===== config.mk =====
export PLATFORM = sky130hd
export DESIGN_NAME = nios_hello_ram_tester
export DESIGN_NICKNAME = d
export VERILOG_FILES = /design/src/rtl/nios_hello_ram_tester.sv
export SDC_FILE = /design/constraint.sdc
export NUM_CORES = 1
export LEC_CHECK = 0
export BUFFER_PORTS_ARGS = -buffer_cell sky130_fd_sc_hd__buf_2
export CAP_MARGIN = 10
export CORE_MARGIN = 1.5
export CORE_UTILIZATION = 48
export CTS_BUF_LIST = sky130_fd_sc_hd__clkbuf_4
export DETAILED_ROUTE_END_ITERATION = 8
export GPL_ROUTABILITY_DRIVEN = 0
export PLACE_DENSITY_LB_ADDON = 0.25
export SLEW_MARGIN = 20
export SYNTH_ARGS = -nofsm -noshare
export SYNTH_HDL_FRONTEND = slang
export SYNTH_SLANG_ARGS = --single-unit

===== constraint.sdc =====
create_clock -name clk -period 13.75 [get_ports clk]
set_input_delay 1.375 -clock clk [delete_from_list [all_inputs] [get_ports clk]]
set_output_delay 1.375 -clock clk [all_outputs]
set_load 0.03 [all_outputs]

===== src/rtl/nios_hello_ram_tester.sv =====
// Avalon-MM RAM fill/verify engine: writes seed+i to word base_addr+i, optionally reads back and counts mismatches.
// Registered outputs, first write the cycle after start; holds requests under waitrequest, one read in flight.
module nios_hello_ram_tester #(
  parameter int ADDR_W = 16
) (
  input  logic              clk,
  input  logic              reset,
  input  logic              start,
  input  logic [ADDR_W-1:0] base_addr,
  input  logic [ADDR_W:0]   length,
  input  logic [31:0]       seed,
  input  logic              verify,
  output logic              busy,
  output logic              done,
  output logic [15:0]       err_count,
  output logic [ADDR_W-1:0] first_err_addr,
  output logic [ADDR_W+1:0] avm_address,
  output logic [3:0]        avm_byteenable,
  output logic              avm_read,
  output logic              avm_write,
  output logic [31:0]       avm_writedata,
  input  logic [31:0]       avm_readdata,
  input  logic              avm_waitrequest,
  input  logic              avm_readdatavalid
);

  typedef enum logic [2:0] {IDLE, WRITE, READ_REQ, READ_WAIT, DONE} state_t;

  localparam logic [ADDR_W:0] ONE_L = 1;

  state_t            state, state_nxt;
  logic [ADDR_W:0]   idx, idx_nxt, len_q, len_nxt;
  logic [ADDR_W-1:0] base_q, base_nxt, fea_nxt, cur_word, word_nxt;
  logic [31:0]       seed_q, seed_nxt;
  logic              verify_q, verify_nxt, err_seen, err_seen_nxt;
  logic [15:0]       err_nxt;
  logic              last;

  assign avm_byteenable = 4'hF;
  assign last           = (idx == len_q - ONE_L);
  assign cur_word       = base_q + idx[ADDR_W-1:0];
  assign word_nxt       = base_nxt + idx_nxt[ADDR_W-1:0];

  always_comb begin
    state_nxt    = state;
    idx_nxt      = idx;
    len_nxt      = len_q;
    base_nxt     = base_q;
    seed_nxt     = seed_q;
    verify_nxt   = verify_q;
    err_nxt      = err_count;
    fea_nxt      = first_err_addr;
    err_seen_nxt = err_seen;
    case (state)
      IDLE: begin
        if (start) begin
          len_nxt      = length;
          base_nxt     = base_addr;
          seed_nxt     = seed;
          verify_nxt   = verify;
          idx_nxt      = '0;
          err_nxt      = '0;
          fea_nxt      = '0;
          err_seen_nxt = 1'b0;
          state_nxt    = (length == '0) ? DONE : WRITE;
        end
      end
      WRITE: begin
        if (avm_write && !avm_waitrequest) begin
          if (!last) begin
            idx_nxt = idx + ONE_L;
          end else if (verify_q) begin
            idx_nxt   = '0;
            state_nxt = READ_REQ;
          end else begin
            state_nxt = DONE;
          end
        end
      end
      READ_REQ: begin
        if (avm_read && !avm_waitrequest) state_nxt = READ_WAIT;
      end
      READ_WAIT: begin
        if (avm_readdatavalid) begin
          if (avm_readdata != seed_q + 32'(idx)) begin
            if (err_count != 16'hFFFF) err_nxt = err_count + 16'd1;
            // A separate flag is needed because word 0 is a legal first-error address.
            if (!err_seen) begin
              fea_nxt      = cur_word;
              err_seen_nxt = 1'b1;
            end
          end
          if (last) begin
            state_nxt = DONE;
          end else begin
            idx_nxt   = idx + ONE_L;
            state_nxt = READ_REQ;
          end
        end
      end
      DONE:    state_nxt = IDLE;
      default: state_nxt = IDLE;
    endcase
  end

  always_ff @(posedge clk or posedge reset) begin
    if (reset) state <= IDLE;
    else       state <= state_nxt;
  end

  // Bus outputs are registered from the next state so they line up with the state they describe.
  always_ff @(posedge clk or posedge reset) begin
    if (reset) begin
      idx            <= '0;
      len_q          <= '0;
      base_q         <= '0;
      seed_q         <= '0;
      verify_q       <= 1'b0;
      err_seen       <= 1'b0;
      err_count      <= '0;
      first_err_addr <= '0;
      busy           <= 1'b0;
      done           <= 1'b0;
      avm_write      <= 1'b0;
      avm_read       <= 1'b0;
      avm_address    <= '0;
      avm_writedata  <= '0;
    end else begin
      idx            <= idx_nxt;
      len_q          <= len_nxt;
      base_q         <= base_nxt;
      seed_q         <= seed_nxt;
      verify_q       <= verify_nxt;
      err_seen       <= err_seen_nxt;
      err_count      <= err_nxt;
      first_err_addr <= fea_nxt;
      busy           <= (state_nxt != IDLE);
      done           <= (state_nxt == DONE);
      avm_write      <= (state_nxt == WRITE);
      avm_read       <= (state_nxt == READ_REQ);
      avm_address    <= {word_nxt, 2'b00};
      avm_writedata  <= seed_nxt + 32'(idx_nxt);
    end
  end

endmodule


==> key figures, run 1 <==
Worst setup path
  • Slowest CP cell: a221oi_1
  • CP Depth: 22
  • Crit path max-delay family: compound AO/OA/AOI/OAI gates
  • Critical Path Max Stage Delay: 0.67 ns
  • CP bufs+invs: 2
  • CP Class: reg2reg
  • CP endpoint kind: flip-flop
  • CP cell instances: nor4_4, nand3_1, a211o_1, and3_1, nor4_2, a21oi_1, o21bai_1, nand2_1, o221ai_1, ha_1, inv_1, fa_1, inv_1, a21oi_1, or2_2, a221oi_1, o211ai_1, a211oi_1, o2111ai_1, a31oi_1, o21ai_0, xnor2_1
  • Critical path peak fanout: 13
  • FF-to-FF path depth: 22
  • CP required: 14.24 ns
  • Setup crit start kind: flip-flop
  • Crit path arrival time: 7.85 ns

Synthesis
  • Synthesized area per cell: between 8 and 9 µm²
  • Flop and latch count out of synthesis: 171
  • Number of synthesized flops with an enable pin: 0
  • Area of the mapped netlist: 0.01210 mm²
  • Netlist cell types: 86
  • Register area share after synthesis: a little over a third
  • Syn Inst Count: 1433
  • Ys Warns: 0
  • Asr flop ratio synth: 100.0%
  • Ys flop type: dfrtp_1

Routing
  • Iter 0 DRT Violations: 1296
  • Post-Route WL: 36.31 mm
  • Drt pass-1 iters: 6
  • DRT antenna net count: 0
  • Via total after detailed routing: 11.55k
  • WL/cell: 18.78 µm
  • Vias per cell: 5.971
  • DRC: 0

Timing
  • Worst setup margin: between 6 and 7 ns
  • Clock period minus worst slack: 7.358 ns
  • Slew @ Worst Pin: 1.085 ns
  • Final hold vios: 0
  • Fin Clk Skew: ~0.038 ns
  • RSZ-0062 raised after global routing: false
  • Setup violations, final: 0
  • Final Cycle Share: 53.51%
  • Slew margin rel.: 26.75%
  • Peak Freq: 0.1359 GHz
  • TNS Setup: 0 ns
  • Final Max Tran Viols: 0

Clocking
  • Post_cts resized: 0
  • Clock Latency Late Sink: 0.62 ns
  • Clock root buffer: clkbuf_4
  • CTS Buffer Depth: 2
  • CTS tree: yes
  • Hold_buf cts: 0
  • Post-CTS Setup Bufs: 0
  • Clock-pin slew of the registers on the worst-case setup and hold paths: 0.18 ns
  • Clk sink count: 171
  • H-tree depth: 4
  • Cts bufs inserted: 17

Die
  • Ports: between 150 and 200
  • Die area: 0.02616 mm²
  • FP Rows: 57
  • Die W: ~160 µm
  • Starting Density: ~50%
  • Area of the core: 0.02453 mm²
  • Die height: 161.7 µm

Global route
  • Largest net degree at the start of global routing: 97
  • Remaining global-route overflow: 0
  • First-pass GRT wire length: about 57 mm
  • Vias in the first global route: 10.89k
  • GRT Util Overall: 27.73%
  • Initial antenna violation count: 1

Placement
  • Post-DP Area: 0.01333 mm²
  • Port Buf Inserts: 186
  • Hpwl dp: 27.42 mm
  • Pre-CTS WS: about 6.7 ns
  • Post-placement cell count: 1901

Min path
  • Hold/Removal Path Class: reg2reg
  • Hold depth: 1

Finish
  • Synthesis-to-finish area growth: 12.83%
  • Post-route core utilization: 55.63%
  • Layout cell share with drive strength beyond 1: 16.72%
  • Final instance area: 0.01365 mm²
  • Fill count: 2329
  • Non-filler instance count after layout: between 1.5k and 2k
  • Total Nets Final: 1762

Job
  • Max_cap viols: 0

Power
  • Worst vdd ir: 107.9 µV
  • Leak: 6.578 nW
  • PD cells: 188.4 mW/mm²

Run status
  • Status: complete, no violations
power by group:
part	switching, mW	leakage, nW	internal (mW)
combinational	0.892	4.21	0.488
sequential	0.169	2.20	0.686
clock	0.206	0.168	0.130
total	1.27	6.58	1.30
state kept, by name, indices dropped and copies added (netlist names), 3 cells and up:
register and cells:
avm_address 16, avm_writedata 32, base_q 16, err_count 16
first_err_addr 16, idx 17, len_q 17, seed_q 32
state 3
metrics by stage:
step	total power, mW	hold slack [ns]
6_report	2.571	0.5110
5_1_grt	2.746	0.5356
4_1_cts	2.565	0.5138
3_5_place_dp	2.224	0.4728
3_3_place_gp	2.200	0.4652
2_1_floorplan	1.844	0.4652
cells by family (layout without fill, tap and decap cells):
kind of cell             count (synthesis)  in the layout  share of synthesized area, %
other                                    2              7                       0.06209
flip-flops                             171            171                         35.38
multiplexers                            15             15                         1.262
buffers and inverters                  130            302                         4.293
AO/OA/AOI/OAI                          374            374                         20.85
AND/OR/NAND/NOR                        553            553                         22.08
XOR/XNOR                               123            123                         9.134
adder cells (fa/ha/maj)                 65             65                         6.941
cell type report:
class	count	area (µm²)	area share (%)
Timing Repair Buffer	204	1066	7.812
Multi-Input combinational cell	1136	7325	53.67
Sequential cell	171	4279	31.36
Tap cell	324	405.4	2.971
Antenna cell	1	2.502	0.01834
Clock buffer	17	127.6	0.9352
Inverter	66	252.7	1.852
Clock inverter	15	188.9	1.384
layer usage:
| metal | track usage [%] | share of wire [%] | up-vias |
|---|---|---|---|
| met4 | 11.51 | 3.7 | 0 |
| met5 | 0 | 0 | - |
| met1 | 37.64 | 43 | 5474 |
| li1 | - | - | 5453 |
| met2 | 44.93 | 46 | 522 |
| met3 | 3.447 | 6.8 | 98 |
cells in the final DEF (no fill, tap or decap), drive strengths merged, types with 22 or more instances in the layout:
cell type    n
nand2      259
buf        204
dfrtp      171
a21oi      100
xnor2       87
o21ai       77
nor2        72
inv         71
ha          59
nand3       42
nor3        39
xor2        34
and3        29
a21o        22
synth_stat cells, types with 4 or more instances:
cell type  number  share of area (%)
nand2_1       259                8.0
o31ai_1         5               0.31
o211ai_1       14               0.87
xnor2_1        87                6.3
nor3_1         37                1.5
a21o_1         22                1.4
or3_1           9               0.47
nor4_1         15               0.78
a31oi_1        13               0.67
buf_1           7               0.22
and2_1         16               0.83
nand2b_1        8               0.41
nand4_1        15               0.78
nand3b_1        4               0.25
o311ai_0       15                1.1
o21bai_1       19                1.2
or2_2           4               0.21
o2111ai_1       9               0.65
a211oi_1       12               0.74
mux2i_1        13                1.1
nor3b_1         7               0.43
o2bb2ai_1      17                1.2
nor4b_1         4               0.29
fa_1            4               0.66
xor2_1         34                2.5
a21oi_1        99                4.1
and3_1         29                1.5
o31a_1          6               0.43
ha_1           59                6.1
a21boi_0        5               0.31
a31o_2          6               0.43
a221oi_1        4               0.29
inv_1          65                2.0
a22oi_1         5               0.31
dfrtp_1       171                 35
o21ai_0        76                3.1
a211o_1         4               0.29
o22ai_1         4               0.21
or4_1           5               0.31
nand3_1        41                1.7
nor2b_1         9               0.47
buf_4           6               0.37
nor2_1         71                2.2
a22o_1          4               0.29
clkbuf_1       49                1.5
worst register-to-register path, cell delays in order, from the launching register on:
cell,delay (ns)
dfrtp_1,0.51
nor4_4,0.66
nand3_1,0.14
a211o_1,0.31
and3_1,0.21
nor4_2,0.66
a21oi_1,0.48
o21bai_1,0.32
nand2_1,0.08
o221ai_1,0.16
ha_1,0.25
inv_1,0.06
fa_1,0.40
inv_1,0.08
a21oi_1,0.08
or2_2,0.29
a221oi_1,0.67
o211ai_1,0.19
a211oi_1,0.47
o2111ai_1,0.29
a31oi_1,0.54
o21ai_0,0.20
xnor2_1,0.16
path summary, 6_finish.rpt:
| path | from | to | slack (ns) |
|---|---|---|---|
| hold / removal | first_err_addr[3] | first_err_addr[3] | 0.51 |
| setup reg to reg | len_q[2] | avm_writedata[30] | 6.39 |
| min in group asynchronous | reset | err_count[10] | 0.89 |
| hold reg to reg | first_err_addr[3] | first_err_addr[3] | 0.51 |
| max in group asynchronous | reset | avm_writedata[10] | 11.33 |
| setup / recovery | len_q[2] | avm_writedata[30] | 6.39 |
No activity file was read; power rests on OpenSTA's default activity.
==> run 2, diff against run 1 <==
ABC_AREA = 1   (was unset)
clock period = 7.4 ns   (was 13.75 ns; I/O delays follow)
==> key figures, run 2 <==
Die
  • Starting Density: 49.31% (about the same)
  • Die area: 0.02799 mm² (+7.0%)
  • Die height: 167.3 µm (+3.4%)
  • Ports: 193 (unchanged)
  • Die W: 167.3 µm (+3.4%)
  • FP Rows: 59 (+3.5%)
  • Area of the core: 0.02628 mm² (+7.1%)

Synthesis
  • Area of the mapped netlist: 0.01296 mm² (+7.1%)
  • Synth top cells by count: 557 x nand2_1, 196 x inv_1, 171 x dfrtp_1, 154 x nor2_1, 93 x nand3_1
  • Synthesized area per cell: 7.039 µm² (-17%)
  • Compound-gate portion of the synthesized area: 10.47% (-10 points)
  • Post-synthesis mux area share: 0% (-1.3 points)
  • Register area share after synthesis: 33.02% (-2.4 points)
  • Ys flop type: dfrtp_1
  • Yosys top cell area share: 33.02% (-2.4 points)
  • Main combinational cell family by area after synthesis: simple AND/OR/NAND/NOR gates
  • Synth Area in Adders: 6.315% (-0.63 points)
  • Post-Synth Simple-Gate Area: 34.20% (+12 points)
  • Syn Inst Count: 1841 (+28%)
  • Ys Warns: 0 (unchanged)
  • Netlist cell types: 58 (-33%)
  • Most area-consuming cells after synthesis: dfrtp_1 33%, nand2_1 16%, xor2_1 5.9%
  • Yosys top cell by area: dfrtp_1
  • Flop and latch count out of synthesis: 171 (unchanged)
  • Most numerous cell in the Yosys netlist: nand2_1
  • Xor and xnor fraction of the mapped netlist area: 8.255% (-0.88 points)
  • Asr flop ratio synth: 100.0% (unchanged)
  • Number of synthesized flops with an enable pin: 0 (unchanged)

Clocking
  • CTS Buffer Depth: 2 (unchanged)
  • Hold_buf cts: 0 (unchanged)
  • Clk sink count: 171 (unchanged)
  • Post_cts resized: 0 (unchanged)
  • CTS tree: yes
  • Cts bufs inserted: 17 (unchanged)
  • H-tree depth: 4 (unchanged)
  • Clock Latency Late Sink: 0.62 ns (about the same)
  • Clock-pin slew of the registers on the worst-case setup and hold paths: 0.18 ns (about the same)
  • Clock root buffer: clkbuf_4
  • Post-CTS Setup Bufs: 0 (unchanged)

Worst setup path
  • CP required: 7.91 ns (-6.33 ns)
  • Critical path peak fanout: 19 (+6)
  • Slowest CP cell: dfrtp_1
  • CP Class: reg2reg
  • Crit path arrival time: 5.62 ns (-2.23 ns)
  • Critical Path Max Stage Delay: 0.46 ns (-0.21 ns)
  • CP endpoint kind: flip-flop
  • Reg-to-reg startpoint: len_q[0]
  • Setup crit start kind: flip-flop
  • Most used cell, CP: nand2_1
  • Crit path launch: len_q[0]

Timing
  • Clock period minus worst slack: 5.113 ns (-2.246 ns)
  • Fin Clk Skew: 0.03705 ns (-0.001146 ns)
  • RSZ-0062 raised after global routing: false
  • Slew margin rel.: 29.02% (+2.3 points)
  • TNS Setup: 0 ns (unchanged)
  • Setup violations, final: 0 (unchanged)
  • Final Max Tran Viols: 0 (unchanged)
  • Final hold vios: 0 (unchanged)
  • Slew @ Worst Pin: 1.054 ns (-0.03136 ns)
  • Hold Slack: 0.2880 ns (-0.2230 ns)
  • Peak Freq: 0.1956 GHz (+44%)
  • Final Cycle Share: 69.09% (+16 points)

Finish
  • Layout cell share with drive strength beyond 1: 15.75% (-0.97 points)
  • Final instance area: 0.01453 mm² (+6.5%)
  • Post-route core utilization: 55.28% (-0.34 points)
  • Synthesis-to-finish area growth: 12.12%
  • Fill count: 2578 (+11%)
  • Commonest cells after routing, fill and taps aside: 557 x nand2_1, 195 x inv_1, 186 x buf_2
  • Total Nets Final: 2185 (+24%)
  • Biggest registers after layout: avm_writedata x32, seed_q x32
  • Commonest non-fill, non-tap cell in the layout: nand2_1

Power
  • Leak: 7.615 nW (+16%)
  • Worst vdd ir: 302.3 µV (+180%)
  • PD cells: 522.0 mW/mm² (+180%)
  • Pwr Total: 7.585 mW (+200%)

Placement
  • Hpwl dp: 31.33 mm (+14%)
  • Post-DP Area: 0.01422 mm² (+6.7%)
  • Port Buf Inserts: 186 (unchanged)

Routing
  • Drt pass-1 iters: 7 (+1)
  • Met2 wire length: 17.58 mm (+4.8%)
  • Vias per cell: 5.584 (-6.5%)
  • Met3 wire len: 4.333 mm (+77%)
  • WL/cell: 17.36 µm (-7.6%)
  • Iter 0 DRT Violations: 1520 (+17%)
  • DRC: 0 (unchanged)
  • Wl on met1: 17.77 mm (+13%)
  • Via total after detailed routing: 13.23k (+15%)
  • Top sig layer: met4
  • Post-Route WL: 41.12 mm (+13%)
  • DRT antenna net count: 0 (unchanged)

Global route
  • Initial antenna violation count: 3 (+2)
  • Vias in the first global route: 12.57k (+15%)
  • First-pass GRT wire length: 65.03 mm (+14%)
  • GRT Util Overall: 29.40% (+1.7 points)
  • Remaining global-route overflow: 0 (unchanged)
  • Largest net degree at the start of global routing: 92 (-5.2%)

Job
  • Max_cap viols: 0 (unchanged)

Min path
  • Hold/Removal Path Class: in2async

Run status
  • Status: complete, no violations
-- run 2: changes by cell type after synthesis, moves of 45 or more --
cell,delta
xor2_1,+54
nand3_1,+52
nand4_1,+45
inv_1,+131
nor2_1,+83
xnor2_1,-56
nand2_1,+298
-- run 2: critical path: cells and delay by family, from the launching register on --
family / cells / cell delay (ns)
AO/OA/AOI/OAI: 6 / 1.31
flip-flops: 1 / 0.46
AND/OR/NAND/NOR: 15 / 1.84
adder cells (fa/ha/maj): 2 / 0.56
buffers and inverters: 5 / 0.83
-- run 2: logic make-up after synthesis --
group | after synthesis
buf+inv | 255
other cells | 2
flops | 171
compound gates | 237
fa+ha+maj | 63
simple gates | 993
xor+xnor | 120
-- run 2: stage by stage --
step,setup WS (ns),cells
floorplan,2.028,1845
global placement,2.536,2335
detailed placement,2.441,2335
CTS,2.462,2367
global route,1.978,2369
finish,2.287,2369
-- run 2: power breakdown --
| part | internal (mW) | switching [mW] | leakage [nW] | total (mW) |
|---|---|---|---|---|
| Sequential | 1.35 | 0.425 | 2.10 | 1.78 |
| Clock | 0.157 | 0.420 | 0.153 | 0.577 |
| Combinational | 1.67 | 3.55 | 5.36 | 5.23 |
| Total | 3.19 | 4.40 | 7.61 | 7.58 |
-- run 2: path summary, 6_finish.rpt --
kind	slack (ns)	endpoint	cells after the start
max	2.29	avm_writedata[31]	28
max reg2reg	2.29	avm_writedata[31]	28
max in group asynchronous	5.82	seed_q[19]	3
min reg2reg	0.49	first_err_addr[1]	2
min in group clk	0.34	len_q[12]	3
min	0.29	err_count[9]	2
-- run 2: cell type report --
type | count | area [µm²] | share of cell area (%)
Multi-Input combinational cell | 1419 | 7710 | 53.07
Sequential cell | 171 | 4279 | 29.45
Timing Repair Buffer | 197 | 1017 | 7.001
Inverter | 213 | 804.5 | 5.537
Tap cell | 335 | 419.2 | 2.885
Clock inverter | 15 | 166.4 | 1.145
Clock buffer | 17 | 127.6 | 0.8784
Antenna cell | 2 | 5.005 | 0.03445
-- run 2: routing by layer --
metal	up-vias	track usage (%)
met5	-	0
met4	0	10.97
met3	129	7.091
met2	685	45.05
met1	6067	40.26
li1	6347	-
==> run 3, diff against run 2 <==
clock period = 4.1 ns   (was 7.4 ns; I/O delays follow)
==> key figures, run 3 (synthesis results as in run 2) <==
Finish
  • Commonest cells after routing, fill and taps aside: 536 x nand2_1, 192 x inv_1, 186 x buf_2
  • Non-filler instance count after layout: 2483 (+4.8%)
  • Synthesis-to-finish area growth: 23.09%
  • Layout cell share with drive strength beyond 1: 23.75% (+8.0 points)
  • Post-route core utilization: 60.69% (+5.4 points)
  • Biggest registers after layout: avm_writedata x32, seed_q x32
  • Total Nets Final: 2300 (+5.3%)
  • Commonest non-fill, non-tap cell in the layout: nand2_1

Timing
  • Worst setup margin: 0.04932 ns (-2.238 ns)
  • Clock period minus worst slack: 4.051 ns (-1.062 ns)
  • Fin Clk Skew: 0.04126 ns (+0.004210 ns)
  • Hold Slack: 0.02195 ns (-0.2661 ns)
  • Slew @ Worst Pin: 0.9153 ns (-0.1383 ns)
  • RSZ-0062 raised after global routing: true
  • Final Cycle Share: 98.80% (+30 points)
  • Setup violations, final: 0 (unchanged)
  • Final Max Tran Viols: 0 (unchanged)
  • Final hold vios: 0 (unchanged)
  • Peak Freq: 0.2469 GHz (+26%)
  • Slew margin rel.: 38.85% (+9.8 points)

Routing
  • Iter 0 DRT Violations: 1528 (+0.53%)
  • Post-Route WL: 42.80 mm (+4.1%)
  • DRT antenna net count: 0 (unchanged)
  • DRC: 0 (unchanged)
  • Vias per cell: 5.542 (-0.74%)
  • Via total after detailed routing: 13.76k (+4.0%)
  • WL/cell: 17.24 µm (-0.69%)
  • Drt pass-1 iters: 6 (-1)

Power
  • PD cells: 957.8 mW/mm² (+83%)
  • Pwr Total: 15.28 mW (+100%)
  • Int Power: 6.739 mW (+110%)
  • Combinational share of power: 72.0% (+3.1 points)
  • Switching share of power: 55.89% (-2.1 points)
  • Leak: 8.256 nW (+8.4%)
  • Switching power: 8.538 mW (+94%)
  • Clk network pwr share: 7.3% (-0.3 points)
  • Sequential share of power: 20.6% (-2.9 points)
  • Worst vdd ir: 609.0 µV (+100%)

Global route
  • Largest net degree at the start of global routing: 82 (-11%)
  • Initial antenna violation count: 2 (-1)
  • GRT Util Overall: 29.88% (+0.48 points)
  • Vias in the first global route: 12.71k (+1.1%)
  • First-pass GRT wire length: 65.98 mm (+1.5%)
  • Remaining global-route overflow: 0 (unchanged)

Clocking
  • CTS Buffer Depth: 2 (unchanged)
  • Clock-pin slew of the registers on the worst-case setup and hold paths: 0.20 ns (+0.02 ns)
  • Clock root buffer: clkbuf_4
  • Clk sink count: 171 (unchanged)
  • Cts bufs inserted: 17 (unchanged)
  • Clock Latency Late Sink: 0.63 ns (about the same)
  • H-tree depth: 4 (unchanged)
  • CTS tree: yes

Die
  • Die W: 167.3 µm (unchanged)
  • FP Rows: 59 (unchanged)
  • Ports: 193 (unchanged)
  • Die height: 167.3 µm (unchanged)
  • Area of the core: 0.02628 mm² (unchanged)
  • Starting Density: 49.31% (unchanged)
  • Die area: 0.02799 mm² (unchanged)

Worst setup path
  • Setup crit start kind: flip-flop
  • CP endpoint kind: flip-flop
  • CP required: 4.69 ns (-3.22 ns)
  • Critical path peak fanout: 7 (-12)
  • CP Class: reg2reg
  • Crit path arrival time: 4.64 ns (-0.98 ns)

Min path
  • Hold/Removal Path Class: in2reg

Job
  • Max_cap viols: 0 (unchanged)

Run status
  • Status: complete, no violations

Placement
  • Port Buf Inserts: 186 (unchanged)
  • Hpwl dp: 32.90 mm (+5.0%)
  • Pre-CTS WS: -0.1463 ns (-2.587 ns)
  • Post-placement cell count: 2411 (+3.3%)
## run 3: changes by cell type in the layout (fill, tap and decap cells not counted), sizes merged
cell and delta:
buf +99, dlygate4sd3 +15, clkinv -2, bufinv +1, clkbuf +1, diode -1
inv +1
## run 3: worst max-delay path: stages (launching register included)
cell and delay (ns):
dfrtp_2 0.48, nor2_2 0.21, nand2_1 0.08, nor2_1 0.20, nand2_1 0.12, nand2_1 0.08, nand2_1 0.05, nor2_1 0.11
nand2_1 0.09, nor2_4 0.11, nand3_4 0.17, buf_8 0.19, nand4_1 0.11, xor2_1 0.20, nand2_1 0.07, o211ai_1 0.09
nand3b_1 0.27, ha_4 0.39, nand2_1 0.09, nor2_2 0.16, inv_1 0.11, nor2_4 0.17, nand2_1 0.07, o21bai_1 0.18
nand2_1 0.07, nand2_1 0.06, nand2_1 0.08
## run 3: worst paths after layout
check	startpoint	to	slack [ns]	depth (start not counted)
setup / recovery	len_q[8]	avm_writedata[29]	0.05	26
hold / removal	length[13]	len_q[13]	0.02	3
setup reg to reg	len_q[8]	avm_writedata[29]	0.05	26
hold reg to reg	first_err_addr[3]	first_err_addr[3]	0.49	2
max in group asynchronous	reset	idx[13]	2.67	4
min in group asynchronous	reset	first_err_addr[0]	0.48	3
## run 3: stage by stage
stage,TNS (ns),cell area (µm²)
after floorplan,0,12980
after global placement,-0.1392,14830
after detailed placement,-2.078,14830
after CTS,0,15370
after global routing,-1.534,15950
final,0,15950
## run 3: final cells by class
cell class / instances / area, µm²
Inverter: 213 / 809.5
Clock inverter: 15 / 190.2
Fill cell: 2411 / 10330
Timing Repair Buffer: 312 / 1972
Multi-Input combinational cell: 1419 / 8143
Clock buffer: 17 / 127.6
Sequential cell: 171 / 4287
Antenna cell: 1 / 2.502
Tap cell: 335 / 419.2
## run 3: per-layer routing
metal,GRT usage [%],wire [µm],vias to the layer above
li1,-,-,6586
met1,41.79,18350,6386
met2,45.22,18670,663
met3,6.500,4225,125
met4,11.24,1535,2
met5,0,12,-
## run 3: repair_timing
item | in CTS | in global routing
hold buffers | 15 | 0
setup endpoints to repair | 31 | 69
buffers inserted | 3 | 21
gates resized for setup | 14 | 119
endpoints found under the hold margin | 48 | 0
pin swaps | 3 | 36
cloned | 0 | 0
## run 3: power groups by stage
stage	sequential (mW)	combinational [mW]	clock [mW]
floorplan	3.52	6.29	0
global placement	3.11	9.69	0
detailed placement	3.12	9.81	0
CTS	3.09	10.0	1.14
global route	3.19	12.0	1.20
finish	3.15	11.0	1.12
